--- src/rtl/qpu_lsu_agu.sv ---
// Address-generation and issue stage ahead of the QPU LSU controller. It forms the effective
// address, flags misalignment, builds store lanes and tracks outstanding requests in a tag FIFO.
module qpu_lsu_agu #(
    parameter int unsigned XLEN     = 32,
    parameter int unsigned ADDR_W   = 32,
    parameter int unsigned RD_W     = 5,
    parameter int unsigned OUTS_NUM = 2
) (
    input  logic                clk,
    input  logic                rst,

    input  logic                agu_i_valid,
    output logic                agu_i_ready,
    input  logic                agu_i_load,
    input  logic [1:0]          agu_i_size,
    input  logic                agu_i_usign,
    input  logic [XLEN-1:0]     agu_i_rs1,
    input  logic [XLEN-1:0]     agu_i_imm,
    input  logic [XLEN-1:0]     agu_i_rs2,
    input  logic [RD_W-1:0]     agu_i_rd,

    output logic                lsu_icb_cmd_valid,
    input  logic                lsu_icb_cmd_ready,
    output logic [ADDR_W-1:0]   lsu_icb_cmd_addr,
    output logic                lsu_icb_cmd_read,
    output logic [XLEN-1:0]     lsu_icb_cmd_wdata,
    output logic [XLEN/8-1:0]   lsu_icb_cmd_wmask,

    output logic                agu_excp_valid,
    input  logic                agu_excp_ready,
    output logic [ADDR_W-1:0]   agu_excp_addr,
    output logic                agu_excp_ld,

    input  logic                lsu_rsp_done,
    output logic                wb_tag_valid,
    output logic [RD_W-1:0]     wb_rd,
    output logic [1:0]          wb_size,
    output logic                wb_usign,
    output logic [1:0]          wb_ofst,

    output logic                agu_active
);

    localparam int unsigned MaskW = XLEN / 8;
    localparam int unsigned PtrW  = (OUTS_NUM > 1) ? $clog2(OUTS_NUM) : 1;
    localparam int unsigned CntW  = $clog2(OUTS_NUM + 1);

    // ------------------------------------------------------------------
    // Request decode
    // ------------------------------------------------------------------
    logic [XLEN-1:0]   addr_sum;
    logic [ADDR_W-1:0] req_addr;
    logic [1:0]        req_ofst;
    logic              req_misalign;
    logic [MaskW-1:0]  req_wmask;
    logic [XLEN-1:0]   req_wdata;

    assign addr_sum = agu_i_rs1 + agu_i_imm;
    assign req_addr = addr_sum[ADDR_W-1:0];
    assign req_ofst = addr_sum[1:0];

    always_comb begin
        req_misalign = 1'b0;
        req_wmask    = '0;
        req_wdata    = '0;
        unique case (agu_i_size)
            2'b00: begin
                req_wmask = MaskW'(1) << req_ofst;
                req_wdata = {(XLEN/8){agu_i_rs2[7:0]}};
            end
            2'b01: begin
                req_misalign = req_ofst[0];
                req_wmask    = MaskW'(3) << req_ofst;
                req_wdata    = {(XLEN/16){agu_i_rs2[15:0]}};
            end
            default: begin
                // Reserved size behaves as a word access.
                req_misalign = |req_ofst;
                req_wmask    = '1;
                req_wdata    = agu_i_rs2;
            end
        endcase
        if (agu_i_load) begin
            req_wmask = '0;
            req_wdata = '0;
        end
    end

    // ------------------------------------------------------------------
    // One-entry stage register
    // ------------------------------------------------------------------
    logic              st_vld_q, st_vld_d;
    logic              st_excp_q;
    logic [ADDR_W-1:0] st_addr_q;
    logic              st_read_q;
    logic [XLEN-1:0]   st_wdata_q;
    logic [MaskW-1:0]  st_wmask_q;
    logic [RD_W-1:0]   st_rd_q;
    logic [1:0]        st_size_q;
    logic              st_usign_q;

    logic agu_i_hsk;
    logic cmd_hsk;
    logic excp_hsk;
    logic stage_leaving;
    logic tag_full;

    assign agu_i_hsk     = agu_i_valid & agu_i_ready;
    assign cmd_hsk       = lsu_icb_cmd_valid & lsu_icb_cmd_ready;
    assign excp_hsk      = agu_excp_valid & agu_excp_ready;
    assign stage_leaving = cmd_hsk | excp_hsk;
    assign agu_i_ready   = ~st_vld_q | stage_leaving;

    always_comb begin
        st_vld_d = st_vld_q;
        if (agu_i_hsk) begin
            st_vld_d = 1'b1;
        end else if (stage_leaving) begin
            st_vld_d = 1'b0;
        end
    end

    always_ff @(posedge clk or posedge rst) begin
        if (rst) begin
            st_vld_q   <= 1'b0;
            st_excp_q  <= 1'b0;
            st_addr_q  <= '0;
            st_read_q  <= 1'b0;
            st_wdata_q <= '0;
            st_wmask_q <= '0;
            st_rd_q    <= '0;
            st_size_q  <= '0;
            st_usign_q <= 1'b0;
        end else begin
            st_vld_q <= st_vld_d;
            if (agu_i_hsk) begin
                st_excp_q  <= req_misalign;
                st_addr_q  <= req_addr;
                st_read_q  <= agu_i_load;
                st_wdata_q <= req_wdata;
                st_wmask_q <= req_wmask;
                st_rd_q    <= agu_i_rd;
                st_size_q  <= agu_i_size;
                st_usign_q <= agu_i_usign;
            end
        end
    end

    assign lsu_icb_cmd_valid = st_vld_q & ~st_excp_q & ~tag_full;
    assign lsu_icb_cmd_addr  = st_addr_q;
    assign lsu_icb_cmd_read  = st_read_q;
    assign lsu_icb_cmd_wdata = st_wdata_q;
    assign lsu_icb_cmd_wmask = st_wmask_q;

    assign agu_excp_valid = st_vld_q & st_excp_q;
    assign agu_excp_addr  = agu_excp_valid ? st_addr_q : '0;
    assign agu_excp_ld    = agu_excp_valid & st_read_q;

    // ------------------------------------------------------------------
    // Tag FIFO: write-back metadata for every issued command
    // ------------------------------------------------------------------
    logic [RD_W-1:0] tag_rd_q    [OUTS_NUM];
    logic [1:0]      tag_size_q  [OUTS_NUM];
    logic            tag_usign_q [OUTS_NUM];
    logic [1:0]      tag_ofst_q  [OUTS_NUM];

    logic [PtrW-1:0] wr_ptr_q, wr_ptr_d;
    logic [PtrW-1:0] rd_ptr_q, rd_ptr_d;
    logic [CntW-1:0] cnt_q, cnt_d;
    logic            tag_push;
    logic            tag_pop;

    function automatic logic [PtrW-1:0] ptr_inc(input logic [PtrW-1:0] ptr);
        return (ptr == PtrW'(OUTS_NUM - 1)) ? '0 : ptr + PtrW'(1);
    endfunction

    assign tag_full     = (cnt_q == CntW'(OUTS_NUM));
    assign wb_tag_valid = (cnt_q != '0);
    assign tag_push     = cmd_hsk;
    assign tag_pop      = lsu_rsp_done & wb_tag_valid;

    always_comb begin
        wr_ptr_d = wr_ptr_q;
        rd_ptr_d = rd_ptr_q;
        cnt_d    = cnt_q;
        if (tag_push) begin
            wr_ptr_d = ptr_inc(wr_ptr_q);
        end
        if (tag_pop) begin
            rd_ptr_d = ptr_inc(rd_ptr_q);
        end
        unique case ({tag_push, tag_pop})
            2'b10:   cnt_d = cnt_q + CntW'(1);
            2'b01:   cnt_d = cnt_q - CntW'(1);
            default: cnt_d = cnt_q;
        endcase
    end

    always_ff @(posedge clk or posedge rst) begin
        if (rst) begin
            wr_ptr_q <= '0;
            rd_ptr_q <= '0;
            cnt_q    <= '0;
        end else begin
            wr_ptr_q <= wr_ptr_d;
            rd_ptr_q <= rd_ptr_d;
            cnt_q    <= cnt_d;
        end
    end

    always_ff @(posedge clk or posedge rst) begin
        if (rst) begin
            for (int unsigned i = 0; i < OUTS_NUM; i++) begin
                tag_rd_q[i]    <= '0;
                tag_size_q[i]  <= '0;
                tag_usign_q[i] <= 1'b0;
                tag_ofst_q[i]  <= '0;
            end
        end else if (tag_push) begin
            tag_rd_q[wr_ptr_q]    <= st_rd_q;
            tag_size_q[wr_ptr_q]  <= st_size_q;
            tag_usign_q[wr_ptr_q] <= st_usign_q;
            tag_ofst_q[wr_ptr_q]  <= st_addr_q[1:0];
        end
    end

    // Head entry is selected by the registered read pointer only.
    assign wb_rd    = tag_rd_q[rd_ptr_q];
    assign wb_size  = tag_size_q[rd_ptr_q];
    assign wb_usign = tag_usign_q[rd_ptr_q];
    assign wb_ofst  = tag_ofst_q[rd_ptr_q];

    assign agu_active = st_vld_q | wb_tag_valid;

endmodule

--- config.mk ---
export PLATFORM = sky130hd
export DESIGN_NAME = qpu_lsu_agu
export DESIGN_NICKNAME = d
export VERILOG_FILES = /design/src/rtl/qpu_lsu_agu.sv
export SDC_FILE = /design/constraint.sdc
export NUM_CORES = 1
export LEC_CHECK = 0
export CAP_MARGIN = 15
export CORE_MARGIN = 2
export CORE_UTILIZATION = 36
export DETAILED_ROUTE_END_ITERATION = 10
export PLACE_DENSITY = 0.66
export SLEW_MARGIN = 20
export SYNTH_ARGS = -nofsm -noshare
export SYNTH_HDL_FRONTEND = slang
export SYNTH_SLANG_ARGS = --single-unit
--- constraint.sdc ---
create_clock -name clk -period 4.8 [get_ports clk]
set_input_delay 0.96 -clock clk [delete_from_list [all_inputs] [get_ports clk]]
set_output_delay 0.96 -clock clk [all_outputs]
set_load 0.005 [all_outputs]
Word level (Yosys, flattened, before mapping)
Index checks and enable logic that the tools add are counted.
{ "totals": {"register_bits": 103, "latch_bits": 0, "ram_bits": 0, "rom_bits": 0, "in_bits": 111, "out_inout_bits": 117, "word_cells": 89, "memories": 0} }
{ "op_classes": {"add_sub_neg": 5, "n_mul": 0, "n_div": 0, "order_cmp": 3, "eq_ne": 4, "n_shift": 2, "muxes": 33, "bitwise": 16, "reduce_logical": 6} }
{ "ops": {"columns": ["cell", "count"], "rows": [
  ["2-to-1 mux 32 bit", 2],
  ["case mux 32 bit (2 select lines)", 1],
  ["adder 32 bit", 1],
  ["2-to-1 mux 5 bit", 4],
  ["2-to-1 mux 2 bit", 7],
  ["bitwise mux 10 bit", 1],
  ["bitwise AND 1 bit", 8],
  ["bitwise mux 4 bit", 2],
  ["2-to-1 mux 1 bit", 8],
  ["case mux 4 bit (2 select lines)", 1],
  ["nonzero test 2 bit", 3],
  ["demux 5 bit (select 1 bit)", 1],
  ["== test 2 x 1 -> 1 bit (second input constant)", 2],
  ["== test 2 bit (second input constant)", 2],
  [">= comparator 2 bit (second input constant)", 2],
  ["2-to-1 mux 4 bit", 1],
  ["NOT 1 -> 2 bit", 2],
  ["case mux 2 bit (2 select lines)", 1],
  ["<< shifter 1 x 2 -> 4 bit (first input constant)", 1],
  ["<< shifter 2 x 2 -> 4 bit (first input constant)", 1],
  ["NOT 1 bit", 3],
  ["OR 1 bit", 3],
  ["adder 1 bit (second input constant)", 2],
  ["adder 2 x 1 -> 2 bit (second input constant)", 1],
  ["other kinds (9)", 9]
]} }

Logic depth before layout (Yosys ltp)
Gate-level depths: netlist of run 1.
{ "logic_depth": {"ltp_word": 8, "depth_mapped": 10, "depth_no_buf": 10} }

Worst setup path after synthesis of run 1
No wires, ideal clock.
{ "synth_path": {"path_type": "input -> register", "startpoint": "input port agu_i_rs1[0]", "endpoint": "register st_addr_q[26] (netlist: lsu_icb_cmd_addr[26])", "setup_ns": 0.069, "arrival_ns": 3.066, "required_ns": 4.731, "slack_ns": 1.666, "path_stages": 10, "path_buffers": 0, "cell_sequence": "ha_1 > inv_1 > fa_1 > and2b_1 > o2111ai_2 > a211oi_2 > nor3_2 > o31a_1 > or4_1 > nand3_1"} }
{ "synth_via": {"elab_chain_cells": 1} }
{ "synth_lines": {"columns": ["element", "line", "source"], "rows": [
  ["start, declared", "17", "input logic [XLEN-1:0] agu_i_rs1,"],
  ["adder 32 bit", "58", "assign addr_sum = agu_i_rs1 + agu_i_imm;"],
  ["end signal, assigned", "138", "st_addr_q <= req_addr;"],
  ["end, declared", "94", "logic [ADDR_W-1:0] st_addr_q;"]
]} }
No other way between the ends.
A chain may end at the register's enable or synchronous reset.

Final worst setup path of run 1
{ "layout_path": {"startpoint": "input port lsu_icb_cmd_ready", "endpoint": "output port agu_i_ready"} }
{ "layout_via": {"elab_chain_cells": 3} }
{ "layout_lines": {"columns": ["element", "line", "source"], "rows": [
  ["start, declared", "23", "input logic lsu_icb_cmd_ready,"],
  ["bitwise AND 1 bit", "109", "assign cmd_hsk = lsu_icb_cmd_valid & lsu_icb_cmd_ready;"],
  ["OR 1 bit", "111", "assign stage_leaving = cmd_hsk | excp_hsk;"],
  ["OR 1 bit", "112", "assign agu_i_ready = ~st_vld_q | stage_leaving;"],
  ["end, declared", "13", "output logic agu_i_ready,"]
]} }
No other way between the ends.

==> results of run 1 <==
==> worst max-delay path: cells and delay by family <==
| family | cells | cell delay [ns] |
|---|---|---|
| buf+inv | 2 | 1.09 |
| compound gates | 2 | 0.46 |
==> through the flow <==
stage | std cells | util | setup slack [ns]
final | 1155 | 0.521 | 1.32
after global routing | 1155 | 0.521 | 1.20
after CTS | 1155 | 0.521 | 1.31
after detailed placement | 1139 | 0.503 | 0.980
after global placement | 1139 | 0.503 | 1.04
after floorplan | 720 | - | 1.14
==> cell type report <==
| class | instances | area [µm²] | area share |
|---|---|---|---|
| multi-input cells | 554 | 3700 | 0.399 |
| flip-flops and latches | 103 | 2580 | 0.278 |
| repair buffers | 238 | 2350 | 0.253 |
| well taps | 229 | 287 | 0.0308 |
| clock buffers | 9 | 225 | 0.0242 |
| clock inverters | 7 | 85.1 | 0.00916 |
| inverters | 15 | 58.8 | 0.00633 |
==> placed cells by master (no fill, tap or decap), types with 4 or more instances in the layout <==
cell type	instances
or4_1	4
nand2b_1	7
nand3_1	14
xnor2_1	12
inv_1	14
o31ai_1	30
o21ai_0	28
mux2i_1	25
a21o_1	9
o221ai_1	4
clkbuf_16	9
and2_1	6
a21oi_1	39
a31oi_1	4
nor3_1	10
clkdlybuf4s50_1	227
nand3b_1	8
dfrtp_1	102
xor2_1	10
o211ai_1	10
nor2_1	31
nand2_1	123
ha_1	32
nand4_1	15
buf_4	11
or3_1	4
and3_1	35
o21ai_1	7
o21a_1	6
mux2_2	31
==> where the power goes <==
group	leakage, nW	switching, mW	internal [mW]
clock network	0.147	0.390	0.375
registers	1.29	0.345	1.27
logic	2.58	0.874	1.28
total	4.02	1.61	2.92
==> layer usage <==
| layer | up-vias | GRT usage | wire length (µm) |
|---|---|---|---|
| li1 | 3008 | - | - |
| met1 | 2852 | 0.276 | 8840 |
| met2 | 211 | 0.351 | 9550 |
| met3 | 20 | 0.0328 | 1330 |
| met4 | 0 | 0.0580 | 291 |
| met5 | - | 0 | 0 |
==> final timing paths <==
kind	from	end	slack, ns	cells after the start
min in group asynchronous	rst	st_rd_q[4]$_DFFE_PP0P_	1.11	2
hold / removal	lsu_icb_cmd_wdata[6]$_DFFE_PP0P_	lsu_icb_cmd_wdata[6]$_DFFE_PP0P_	0.47	2
hold reg to reg	lsu_icb_cmd_wdata[6]$_DFFE_PP0P_	lsu_icb_cmd_wdata[6]$_DFFE_PP0P_	0.47	2
max in group asynchronous	rst	lsu_icb_cmd_addr[11]$_DFFE_PP0P_	2.86	3
setup / recovery	lsu_icb_cmd_ready	agu_i_ready	1.32	4
setup reg to reg	st_excp_q$_DFFE_PP0P_	lsu_icb_cmd_addr[25]$_DFFE_PP0P_	2.24	6
==> state kept, by name, indices dropped and copies added, names as in the netlist <==
name	count
lsu_icb_cmd_addr	32
lsu_icb_cmd_wdata	32
tag_rd_q	10
st_rd_q	5
lsu_icb_cmd_wmask	4
tag_ofst_q	4
tag_size_q	4
cnt_q	2
st_size_q	2
tag_usign_q	2
lsu_icb_cmd_read	1
rd_ptr_q	1
st_excp_q	1
st_usign_q	1
st_vld_q	1
wr_ptr_q	1
==> kinds of logic after synthesis <==
logic type / after synthesis / share of synthesized area
AOI/OAI and AO/OA: 171 / 0.178
xor gates and xnor gates: 22 / 0.0296
adders and majority gates: 33 / 0.0645
buffers and inverters: 63 / 0.0378
DFF: 103 / 0.395
muxes: 56 / 0.0919
and+or+nand+nor: 272 / 0.202
==> cell usage after synthesis (7+ instances only) <==
| master | number | area [µm²] |
|---|---|---|
| ha_1 | 32 | 400 |
| nand2b_1 | 7 | 43.8 |
| clkbuf_1 | 31 | 116 |
| nor3_1 | 10 | 50.1 |
| mux2_2 | 31 | 349 |
| nand4_1 | 15 | 93.8 |
| buf_1 | 11 | 41.3 |
| nand3b_1 | 8 | 60.1 |
| xor2_1 | 10 | 87.6 |
| o21ai_1 | 7 | 35.0 |
| nand3_1 | 14 | 70.1 |
| nor2_1 | 31 | 116 |
| o31ai_1 | 30 | 225 |
| mux2i_1 | 25 | 250 |
| a21oi_1 | 39 | 195 |
| nand2_1 | 124 | 465 |
| dfrtp_1 | 103 | 2580 |
| and3_1 | 35 | 219 |
| o21ai_0 | 28 | 140 |
| xnor2_1 | 12 | 105 |
| inv_1 | 15 | 56.3 |
| a21o_1 | 9 | 67.6 |
| o211ai_1 | 10 | 75.1 |
==> flow_summary_export.csv, run 1 <==
group,metric,value,unit
run_status,status,"finished, final reports clean",
place,place.gp.congestion,0.914,
die,start_util,0.365,
synthesis,syn_area,0.00652,mm²
place,place_area,0.00898,mm²
synthesis,synth_nets,864,
die,fp.dieH,139,µm
timing,rsz0062_at_grt,"false",
worst_setup_path,arrival,2.52,ns
die,num_io_pins,228,
worst_setup_path,critical_path_class,"input pin to primary output",
finish,fin_nets,1065,
finish,syn_to_final_growth,42.5,%
worst_setup_path,cpMaxStageDelayCell,"clkdlybuf4s50_1",
synthesis,synth_edf_count,0,
route,wl,20.0,mm
clock_tree,cts_setup_buffers,0,
min_path,hp-class,"flip-flop to flip-flop",
power,totalPowerFinal,4.53,mW
global_route,grt_pass1_vias,5960,
power,cellPowerDensity,487,mW/mm²
synthesis,yosysUniqueCellTypes,69,
timing,fin_worst_skew,0.00891,ns
die,design.die.area,0.0192,mm²
worst_setup_path,critPathMaxFanout,4,
finish,n_fill_cell,1646,
global_route,overflow,0,
timing,max_slew_margin,0.321,
clock_tree,cts_made_buffers,9,
finish,antennaDiodeCount,0,
global_route,grt_max_degree,67,
worst_setup_path,startpoint_type,"input pin",
finish,stdcell_area,0.00929,mm²
route,post_drt_via_cell_ratio,5.27,
power,ir_drop,0.266,mV
finish,drive_above_1_share,0.0821,
synthesis,seq_area_frac_synth,0.395,
synthesis,synthArstFlopShare,1.00,
global_route,grt_pass1_wl,32.3,mm
timing,hold_violations,0,
synthesis,avgSynthCellArea,9.06,µm²
power,total_leakage_power,4.02,nW
timing,setup-violations-final,0,
route,drt-pass1-iter-count,5,
global_route,grt.total_usage,0.207,
clock_tree,htreeDepth,3,
route,drt_first_iter_violations,377,
synthesis,postSynthCellCount,720,
clock_tree,clock-root-buffer,"clkbuf_16",
die,core_area,0.0178,mm²
clock_tree,clockBufferDepth,2,
clock_tree,cts_tree,"built",
route,wire_per_inst,17.3,µm
timing,worst_pin_slew,1.01,ns
clock_tree,clock-sinks,103,
route,num_vias,6091,
clock_tree,clk_latency,0.36,ns
place,portBuffers,227,
route,drc,0,
worst_setup_path,cp-end-kind,"primary output",
worst_setup_path,critPathRequiredTime,3.84,ns
worst_setup_path,crit_chain,"clkdlybuf4s50_1 > o21ai_1 > o211ai_1 > clkdlybuf4s50_1",
timing,setup_tns,0,ns
clock_tree,holdBufCountCts,0,
clock_tree,clkSlewWorstSetupHoldPaths,0.08,ns
die,num_rows,49,
timing,slew_viol_final,0,
worst_setup_path,crit_path_frequent_cell,"clkdlybuf4s50_1",
timing,min_period_over_period,0.724,
job,drv_cap,0,
die,die_x,139,µm
worst_setup_path,crit_path_max_incr_delay,0.60,ns
route,drtAntennaViolNets,0,
synthesis,synth_seq_cells,103,
place,dp_hpwl,14.9,mm
synthesis,ys_warn_count,0,
timing,timing.fmax,288,MHz
clock_tree,ctsResizeCount,0,
timing,layout_min_cycle_time,3.48,ns
global_route,antenna_found_initial,0,
timing,whs,0.474,ns
synthesis,synth_flop_cell,"dfrtp_1",
(Power assumes the default switching activity.)
==> run 2: changes to the inputs <==
--- a/config.mk
+++ b/config.mk
@@ -9,7 +9,7 @@
 export CORE_MARGIN = 2
 export CORE_UTILIZATION = 36
 export DETAILED_ROUTE_END_ITERATION = 10
-export PLACE_DENSITY = 0.66
+export PLACE_DENSITY = 0.69
 export SLEW_MARGIN = 20
 export SYNTH_ARGS = -nofsm -noshare
 export SYNTH_HDL_FRONTEND = slang
==> constraint.sdc (replaced) <==
create_clock -name clk -period 3 [get_ports clk]
set_input_delay 0.6 -clock clk [delete_from_list [all_inputs] [get_ports clk]]
set_output_delay 0.6 -clock clk [all_outputs]
set_load 0.005 [all_outputs]
==> flow_summary_export.csv, run 2 (same netlist as run 1, synthesis figures left out) <==
group,metric,value,unit
run_status,status,"finished, final reports clean",
place,place_ws,-0.487,ns
finish,instances_no_fill,1206,
place,portBuffers,227,
timing,fin_worst_skew,0.0114,ns
route,wire_per_inst,17.0,µm
timing,rsz0062_at_grt,"false",
min_path,min-delay-start,"lsu_icb_cmd_wdata[7]$_DFFE_PP0P_",
clock_tree,clkSlewWorstSetupHoldPaths,0.09,ns
route,drt_first_iter_violations,351,
clock_tree,htreeDepth,3,
global_route,grt.total_usage,0.212,
worst_setup_path,cp-end-kind,"flip-flop",
die,fp.dieH,139,µm
clock_tree,cts_tree,"built",
route,wl,20.5,mm
finish,final_cell_mix,"clkdlybuf4s50_1 (225), nand2_1 (123), dfrtp_1 (103)",
clock_tree,clockBufferDepth,2,
worst_setup_path,worst-path-buf-inv,2,
clock_tree,cts_made_buffers,9,
finish,stdcell_area,0.00974,mm²
die,start_util,0.365,
worst_setup_path,critical_path_class,"input pin to flip-flop",
global_route,grt_max_degree,104,
clock_tree,holdBufCountCts,0,
route,post_drt_via_cell_ratio,5.24,
global_route,overflow,0,
worst_setup_path,crit_chain,"clkdlybuf4s50_1 > inv_1 > fa_2 > and2b_1 > o2111ai_2 > a211oi_2 > nor3_2 > o31a_1 > or4_1 > nand3_1",
die,die_x,139,µm
power,cellPowerDensity,758,mW/mm²
place,place_area,0.00937,mm²
clock_tree,clock-sinks,103,
die,num_io_pins,228,
timing,whs,0.468,ns
route,drt-pass1-iter-count,4,
timing,setup-violations-final,0,
worst_setup_path,startpoint_type,"input pin",
timing,setup_tns,0,ns
power,totalPowerFinal,7.38,mW
global_route,grt_pass1_vias,6304,
place,dp_hpwl,15.5,mm
worst_setup_path,arrival,3.08,ns
timing,slew_viol_final,0,
route,drtAntennaViolNets,0,
timing,setup_ws,0.220,ns
timing,min_period_over_period,0.927,
worst_setup_path,cpMaxStageDelayCell,"clkdlybuf4s50_1",
clock_tree,clk_latency,0.35,ns
die,num_rows,49,
worst_setup_path,r2r-start,"st_excp_q$_DFFE_PP0P_",
worst_setup_path,critPathRequiredTime,3.30,ns
worst_setup_path,crit_path_max_incr_delay,0.48,ns
finish,fin_nets,1116,
worst_setup_path,crit_family,"simple AND/OR/NAND/NOR gates",
place,place_inst,1189,
worst_setup_path,critPathLaunch,"agu_i_rs1[1]",
timing,worst_pin_slew,0.610,ns
power,ir_drop,0.376,mV
finish,antennaDiodeCount,0,
die,design.die.area,0.0192,mm²
min_path,hp-class,"flip-flop to flip-flop",
clock_tree,clock-root-buffer,"clkbuf_16",
finish,syn_to_final_growth,49.3,%
global_route,grt_pass1_wl,33.2,mm
worst_setup_path,worstReg2RegEnd,"lsu_icb_cmd_wdata[13]$_DFFE_PP0P_",
worst_setup_path,critPathCapture,"lsu_icb_cmd_addr[26]$_DFFE_PP0P_",
timing,timing.fmax,360,MHz
finish,final_common_cell,"clkdlybuf4s50_1",
job,drv_cap,0,
worst_setup_path,path_depth,10,
power,total_leakage_power,4.32,nW
worst_setup_path,critPathMaxFanout,2,
route,drc,0,
route,num_vias,6321,
finish,fin_util,0.546,
global_route,antenna_found_initial,2,
timing,layout_min_cycle_time,2.78,ns
worst_setup_path,reg2reg_depth,8,
finish,drive_above_1_share,0.135,
die,core_area,0.0178,mm²
worst_setup_path,r2r_slack,0.93,ns
place,place.gp.congestion,0.904,
timing,max_slew_margin,0.593,
timing,hold_violations,0,
## run 2: worst reg2reg max path, delay by kind of cell, from the launching register on
kind,cells,cell delay (ns)
AO/OA/AOI/OAI,2,0.20
AND/OR/NAND/NOR,3,0.48
flip-flops,1,0.39
buffers and inverters,3,0.89
## run 2: cell type report
class | instances | area, µm²
fillers | 1673 | 8100
multi-input cells | 554 | 3750
repair buffers | 289 | 2760
flip-flops and latches | 103 | 2580
well taps | 229 | 287
clock buffers | 9 | 225
clock inverters | 7 | 81.3
inverters | 15 | 60.1
## run 2: worst min-delay path by stage
stage,endpoint,slack [ns],cells past startpoint
after floorplan,st_rd_q[0]$_DFFE_PP0P_,0.46,2
after global placement,lsu_icb_cmd_wdata[3]$_DFFE_PP0P_,0.45,2
after detailed placement,lsu_icb_cmd_wdata[7]$_DFFE_PP0P_,0.46,2
after CTS,lsu_icb_cmd_wdata[7]$_DFFE_PP0P_,0.47,2
after global routing,lsu_icb_cmd_wdata[5]$_DFFE_PP0P_,0.50,2
final,lsu_icb_cmd_wdata[7]$_DFFE_PP0P_,0.47,2
## run 2: metal layers
metal	vias to the layer above	GRT usage	share of wire
met1	2986	0.277	0.44
met3	23	0.0276	0.055
met5	-	0	0
met4	0	0.0607	0.017
met2	203	0.370	0.49
li1	3109	-	-
## run 2: what timing repair did
action,in CTS,in global routing
resized for setup,3,8
setup endpoints to repair,4,7
pin swaps,0,10
setup buffers,0,1
## run 2: power by group
group	switching, mW	internal, mW
registers	0.476	2.03
logic	1.52	2.15
clock network	0.617	0.598
total	2.61	4.78
==> RTL edit, RTL diff (config.mk and constraints of run 2) <==
Change the parameter `RD_W` from 5 to 10.
--- a/src/rtl/qpu_lsu_agu.sv
+++ b/src/rtl/qpu_lsu_agu.sv
@@ -4,5 +4,5 @@
     parameter int unsigned XLEN     = 32,
     parameter int unsigned ADDR_W   = 32,
-    parameter int unsigned RD_W     = 5,
+    parameter int unsigned RD_W     = 10,
     parameter int unsigned OUTS_NUM = 2
 ) (
Ports: changed (resized agu_i_rd and wb_rd); port bits go from 228 to 238. The function was not compared with the original's and may differ.
==> RTL edit against run 2 <==
- count of clock-buffer cells in the layout is 9 higher
- sequential cell count grew 15
- total power up 21%
- final area grew 10%
- fmax fell by 0.64%
- cell count rose by 9.0%
- synthesized area up 9.3%
- worst setup slack got worse by 0.018 ns
- utilization is 0.52 points higher
- clock skew decreased by 0.0019 ns
- sequential share of layout area grew 1.1 points
- die area rose by 9.0%
- wire length grew 8.3%
==> RTL edit: results (changes against run 2) <==
status completed; clk_lat worst skew 0.42 ns (+0.07 ns); Worst Hold Path EP lsu_icb_cmd_wdata[6]$_DFFE_PP0P_; IO Port Bufs 237 (+4.4%); Worst Path Max Fanout 4 (+2); worst r2r src cnt_q[0]$_DFFE_PP0P_; wire per inst 16.89 µm (-0.60%); clock-pin slew on the worst setup and hold paths 0.06 ns (-0.03 ns); Fillers 1774 (+6.0%); vias in the first global route 6529 (+3.6%); fraction of layout cells with a size suffix above 1 15.00% (+1.5 points); Clock Tree Root clkbuf_16; Routed WL 22190 µm (+8.3%); Hold Startpoint lsu_icb_cmd_wdata[6]$_DFFE_PP0P_; Reg2Reg Capture Point lsu_icb_cmd_addr[31]$_DFFE_PP0P_; post-synthesis sequential area ratio 41.45% (+1.9 points); reg-to-reg setup timing slack 0.77 ns (-0.16 ns); cts bufs inserted 17 (+8); htree depth 4 (+1); Slew @ Worst Pin 0.7807 ns (+0.1707 ns); number of vias per cell 5.095 (-2.8%); Syn Area/Cell 9.325 µm² (+3.0%); LEAKAGE 4.825 nW (+12%); clk_skew 0.009505 ns (-0.001889 ns); largest net degree at the start of global routing 119 (+14%); iteration-0 DRC count of the detailed router 371 (+5.7%); Post-synth top cells nand2_1, dfrtp_1, mux2_2; CP max-delay cell or4_1; first-pass GRT wire length 34660 µm (+4.5%); multi-input logic area 0.003910 mm² (+4.2%); IR drop worst, VDD 0.3441 mV (-8.6%); worst r2r path cells 8 (unchanged); Die W 144.7 µm (+4.4%); gpl congestion 0.9291 (+2.8%); Synth area leaders dfrtp_1, nand2_1, mux2_2, ha_1, mux2i_1; Cells after DPL 1280 (+7.7%); DP Wirelength 16520 µm (+6.3%); Placed Area 0.01012 mm² (+8.0%); drt pass-1 iters 5 (+1); Nets 1183 (+6.0%)
RTL edit: changes by cell type in the layout (fill, tap and decap cells not counted), moves of 6 or more:
cell                    run 2  this run
o21ai_1                     7         1
o211ai_1                   10         4
clkdlybuf4s50_1           225       237
clkbuf_16                   9        17
o21ai_0                    28        36
mux2_2                     31        46
nand2_1                   123       145
dfrtp_1                   103       118
RTL edit: cell families after synthesis:
group	synth area share, %
and+or+nand+nor	18.74
xor gates and xnor gates	3.073
DFF	41.45
buffers and inverters	3.864
muxes	11.08
AOI/OAI and AO/OA	15.89
adders and majority gates	5.901
RTL edit: layout make-up:
class	count	share of cell area, %
inverter	16	0.5951
tap	265	3.092
clock buffer	18	4.002
timing repair buffer	300	26.77
antenna	2	0.04667
clock inverter	14	1.494
multi-input combinational	581	36.46
sequential	118	27.54
RTL edit: per-layer routing:
metal	up-vias	global-route usage, %	wire length (µm)
met5	-	0	13
met4	2	5.927	302
met2	202	34.57	10380
met3	23	5.298	1282
met1	3184	28.79	10210
li1	3284	-	-
RTL edit: worst max-delay path, delay by kind of cell:
| kind | cells | cell delay, ns |
|---|---|---|
| simple gates | 4 | 0.80 |
| buf+inv | 2 | 0.52 |
| compound gates | 3 | 0.68 |
| fa+ha+maj | 2 | 0.53 |
RTL edit: metrics by stage:
| stage | hold slack, ns | setup slack, ns | power (mW) |
|---|---|---|---|
| final | 0.4725 | 0.2018 | 8.921 |
| after global routing | 0.4897 | 0.02250 | 9.512 |
| after CTS | 0.4745 | 0.03302 | 9.005 |
| after detailed placement | 0.4618 | -0.4116 | 6.904 |
| after global placement | 0.4488 | -0.3511 | 6.837 |
| after floorplan | 0.4596 | 0.3407 | 4.586 |
RTL edit: worst max path at each step:
stage	from	to	slack [ns]	cells past startpoint
after floorplan	agu_i_rs1[0]	lsu_icb_cmd_addr[26]$_DFFE_PP0P_	0.34	10
after CTS	agu_i_rs1[0]	lsu_icb_cmd_addr[26]$_DFFE_PP0P_	0.03	11
after global routing	agu_i_rs1[0]	lsu_icb_cmd_addr[26]$_DFFE_PP0P_	0.02	11
final	agu_i_rs1[0]	lsu_icb_cmd_addr[26]$_DFFE_PP0P_	0.20	11
after detailed placement	agu_i_rs1[0]	lsu_icb_cmd_addr[26]$_DFFE_PP0P_	-0.41	11
after global placement	agu_i_rs1[0]	lsu_icb_cmd_addr[26]$_DFFE_PP0P_	-0.35	11
RTL edit: power breakdown:
part	total, mW	internal, mW	leakage (nW)	switching, mW
clock	2.04	1.24	0.287	0.800
combinational	4.01	2.35	3.06	1.66
sequential	2.86	2.33	1.48	0.539
total	8.92	5.92	4.82	3.00
RTL edit: what timing repair did:
item                                    4_1_cts  5_1_grt
resized for setup                             0        2
hold buffers                                  0        0
setup buffers                                 0        0
endpoints found under the setup margin        0        4
